--- config.mk ---
export PLATFORM = sky130hd
export DESIGN_NAME = prom_loader
export DESIGN_NICKNAME = d
export VERILOG_FILES = /design/src/rtl/prom_loader.sv
export SDC_FILE = /design/constraint.sdc
export NUM_CORES = 1
export LEC_CHECK = 0
export CAP_MARGIN = 10
export CORE_UTILIZATION = 55
export CTS_CLUSTER_DIAMETER = 40
export DETAILED_ROUTE_END_ITERATION = 7
export PLACE_DENSITY = 0.94
export SLEW_MARGIN = 0
export SYNTH_ARGS = -nofsm -noshare
export SYNTH_HDL_FRONTEND = slang
export SYNTH_SLANG_ARGS = --single-unit
--- constraint.sdc ---
create_clock -name CLK_LD -period 3.7 [get_ports CLK_LD]
set_clock_uncertainty 0.15 [all_clocks]
set_input_delay 0.37 -clock CLK_LD [delete_from_list [all_inputs] [get_ports CLK_LD]]
set_output_delay 0.37 -clock CLK_LD [all_outputs]
set_load 0.03 [all_outputs]
--- src/rtl/prom_loader.sv ---
// rtl/prom_loader.sv - byte-stream writer for the fetch-stage program memory with XOR checksum
module prom_loader #(
    parameter int DEPTH = 16,
    parameter int AW    = 4,
    parameter int IW    = 15
) (
    input  logic          CLK_LD,
    input  logic          RESET_N,
    input  logic          START,
    input  logic [7:0]    BYTE_IN,
    input  logic          BYTE_VALID,
    output logic          BYTE_READY,
    output logic          W_EN,
    output logic [AW-1:0] W_ADDR,
    output logic [IW-1:0] W_DATA,
    output logic          CPU_HOLD,
    output logic          DONE,
    output logic          ERR
);

    typedef enum logic [2:0] {
        S_IDLE, S_HI, S_LO, S_WR, S_CK, S_FIN, S_ERR
    } state_t;

    state_t        state_q, state_d;
    logic [AW-1:0] addr_d;
    logic [IW-1:0] data_d;
    logic [7:0]    csum_q, csum_d;
    logic          hold_d, done_d, err_d, ready_d, wen_d;
    logic          xfer;

    assign xfer = BYTE_VALID && BYTE_READY;

    always_comb begin
        state_d = state_q;
        addr_d  = W_ADDR;
        data_d  = W_DATA;
        csum_d  = csum_q;
        hold_d  = CPU_HOLD;
        done_d  = DONE;
        err_d   = ERR;
        case (state_q)
            S_IDLE, S_FIN, S_ERR: begin
                if (START) begin
                    state_d = S_HI;
                    addr_d  = '0;
                    csum_d  = '0;
                    done_d  = 1'b0;
                    err_d   = 1'b0;
                    hold_d  = 1'b1;
                end
            end
            S_HI: begin
                if (xfer) begin
                    // A set bit 7 in a high byte means the stream is out of step.
                    if (BYTE_IN[7]) begin
                        state_d = S_ERR;
                        err_d   = 1'b1;
                        hold_d  = 1'b0;
                    end else begin
                        data_d[IW-1:8] = BYTE_IN[IW-9:0];
                        csum_d         = csum_q ^ BYTE_IN;
                        state_d        = S_LO;
                    end
                end
            end
            S_LO: begin
                if (xfer) begin
                    data_d[7:0] = BYTE_IN;
                    csum_d      = csum_q ^ BYTE_IN;
                    state_d     = S_WR;
                end
            end
            S_WR: begin
                if (W_ADDR == AW'(DEPTH - 1)) begin
                    state_d = S_CK;
                end else begin
                    addr_d  = W_ADDR + 1'b1;
                    state_d = S_HI;
                end
            end
            S_CK: begin
                if (xfer) begin
                    hold_d = 1'b0;
                    if (BYTE_IN == csum_q) begin
                        state_d = S_FIN;
                        done_d  = 1'b1;
                    end else begin
                        state_d = S_ERR;
                        err_d   = 1'b1;
                    end
                end
            end
            default: state_d = S_IDLE;
        endcase
    end

    // Strobe and ready are registered from the next state so they align with it.
    always_comb begin
        wen_d   = (state_d == S_WR);
        ready_d = (state_d == S_HI) || (state_d == S_LO) || (state_d == S_CK);
    end

    always_ff @(posedge CLK_LD or negedge RESET_N) begin
        if (!RESET_N) begin
            state_q    <= S_IDLE;
            W_ADDR     <= '0;
            W_DATA     <= '0;
            csum_q     <= '0;
            CPU_HOLD   <= 1'b0;
            DONE       <= 1'b0;
            ERR        <= 1'b0;
            W_EN       <= 1'b0;
            BYTE_READY <= 1'b0;
        end else begin
            state_q    <= state_d;
            W_ADDR     <= addr_d;
            W_DATA     <= data_d;
            csum_q     <= csum_d;
            CPU_HOLD   <= hold_d;
            DONE       <= done_d;
            ERR        <= err_d;
            W_EN       <= wen_d;
            BYTE_READY <= ready_d;
        end
    end

endmodule
==> flow_summary.json <==
{
  "final_area_mm2": 0.00225,
  "finalSetupViolCount": 0,
  "reg2regPathDepth": 5,
  "htree_levels": 2,
  "synth_fp_nets": 189,
  "routed_wl_um": 3740,
  "yosys.area.top_type_share": 0.485,
  "vias_per_cell": 5.56,
  "final_hold_viol_count": 0,
  "start_util": 0.587,
  "clk_pin_slew_ps": 110,
  "io_pins": 36,
  "grt_pass1_vias": 1410,
  "finalCritPeriodShare": 0.676,
  "ant_nets": 0,
  "yosys_register_bits": 35,
  "drive_gt1_frac": 0.137,
  "max_clock_freq_mhz": 400,
  "grt_max_degree": 36,
  "cp_slowest_cell": "dfrtp_1",
  "wl_per_cell_um": 14.7,
  "synth.distinct_cells": 42,
  "cp_max_fo": 19,
  "grt_setup_unrepaired": "false",
  "cp.depth": 5,
  "place_inst": 247,
  "syn_to_final_growth_pct": 24.7,
  "first_iter_violations": 90,
  "finalSetupTns_ps": 0,
  "ys.flop_type": "dfrtp_1",
  "yosysSeqAreaShare": 0.485,
  "die_area_mm2": 0.00352,
  "die_y_um": 59.3,
  "finish.utilization": 0.732,
  "grt_remaining_overflow": 0,
  "yosysWarnings": 0,
  "synth-edff-count": 0,
  "clkSinkCount": 35,
  "numPortBuffers": 35,
  "insertion_delay_ps": 340,
  "postSynthCellCount": 176,
  "synthArstFlopShare": 1.00,
  "core_mm2": 0.00308,
  "synth_area_leaders": "dfrtp_1 49%, mux2_2 8.1%, o21ai_0 5.5%",
  "worst_slew_pin_slew_ps": 627,
  "drcViolationCount": 0,
  "slew_headroom": 0.582,
  "reg2reg_setup_slack_ps": 1200,
  "leakage_nw": 0.996,
  "ir_worst_vdd_uv": 498,
  "fin_cells": 255,
  "critPathMaxStageDelay_ps": 760,
  "cts_resized": 0,
  "maxCapViolCount": 0,
  "root_buffer": "clkbuf_4",
  "cp.arrival_ps": 2580,
  "critPathKind": "flip-flop to flip-flop",
  "cts_tree": "done",
  "die_w_um": 59.3,
  "outcome": "completed",
  "min_period_ps": 2500,
  "crit_chain": "nand2b_1 -> nor3_1 -> and4b_1 -> or4b_1 -> mux2_1",
  "synth.avg_cell_area_um2": 10.3,
  "clockBufferDepth": 2,
  "critPathLaunchType": "flip-flop",
  "n_fill_cell": 220,
  "p_total_mw": 2.02,
  "grt_pass1_wl_um": 6240,
  "first_pass_iters": 4,
  "cts-buffers-inserted": 5,
  "yosys.area.top_type": "dfrtp_1",
  "place.gp.congestion": 0.896,
  "critPathTopFamily": "simple AND/OR/NAND/NOR gates",
  "postCtsSetupBuffers": 0,
  "hp-class": "input port to async pin",
  "syn_area_mm2": 0.00181,
  "antenna_found_initial": 0,
  "path_buf_inv": 0,
  "grt_use_total": 0.243,
  "netlist_top_cells_count": "35 x dfrtp_1, 20 x o21ai_0, 18 x nor2_1, 13 x mux2_2, 13 x nand2b_1",
  "cts_hold_buf": 0,
  "dpl_cell_area_mm2": 0.00218,
  "drv_slew": 0,
  "end_kind": "flip-flop",
  "via_count": 1419,
  "dp_hpwl_um": 2630,
  "diodes": 0,
  "finish.net_count": 223,
  "synth_most_common_cell": "dfrtp_1",
  "power_density_mw_per_mm2": 897,
  "rows": 20,
  "cp.required_ps": 3780
}
## state kept, by name (all words and copies together) (netlist names)
name,count
BYTE_READY,1
CPU_HOLD,1
DONE,1
ERR,1
W_ADDR,4
W_DATA,15
W_EN,1
csum_q,8
state_q,3
## power by group
group / leakage, nW / internal, mW / switching [mW]
combinational: 0.515 / 0.490 / 0.570
sequential: 0.442 / 0.548 / 0.175
clock: 0.0386 / 0.112 / 0.125
## metrics by stage
stage,hold slack [ps],setup slack [ps]
floorplan,-75.6,1330
global placement,315,1010
detailed placement,319,914
CTS,279,1210
global route,316,1050
finish,268,1200
## area by class of cell
| cell class | instances | area (um2) | area share |
|---|---|---|---|
| well taps | 44 | 55.1 | 0.0244 |
| repair buffers | 37 | 365 | 0.162 |
| multi-input cells | 128 | 876 | 0.389 |
| flip-flops and latches | 35 | 876 | 0.389 |
| inverters | 3 | 11.3 | 0.00500 |
| clock buffers | 8 | 68.8 | 0.0306 |
## cell usage in the layout (no fill, tap or decap), types with 2 or more instances in the layout
| cell | instances |
|---|---|
| dfrtp_1 | 35 |
| nor2_1 | 18 |
| nor3_1 | 3 |
| clkbuf_8 | 2 |
| a21o_1 | 3 |
| o21ai_0 | 20 |
| inv_1 | 3 |
| nand2b_1 | 13 |
| a211o_1 | 2 |
| clkdlybuf4s50_1 | 35 |
| nand2_1 | 6 |
| or3_1 | 2 |
| a21oi_1 | 6 |
| xor2_1 | 9 |
| nand3_1 | 5 |
| mux2_2 | 13 |
| or2_2 | 2 |
| mux2_1 | 3 |
| clkbuf_4 | 5 |
| buf_4 | 2 |
## cell families after synthesis
group,Yosys count,share of synthesized area
xor gates and xnor gates,9,0.0437
buffers and inverters,13,0.0298
and+or+nand+nor,59,0.182
AOI/OAI and AO/OA,42,0.148
DFF,35,0.485
muxes,17,0.105
adders and majority gates,1,0.00693
## per-layer routing
layer	wire [um]	GRT usage	vias to the layer above
met2	1890	0.393	41
met3	164	0.0633	6
met1	1650	0.306	685
met5	0	0	-
met4	41	0.109	0
li1	-	-	687
## worst paths after layout
check / start / endpoint
max: state_q[0] / BYTE_READY
max reg2reg: state_q[0] / BYTE_READY
max in group asynchronous: RESET_N / W_DATA[4]
min reg2reg: CPU_HOLD / CPU_HOLD
min in group CLK_LD: CPU_HOLD / CPU_HOLD
min: RESET_N / W_ADDR[0]
No activity file was read; power rests on OpenSTA's default activity.
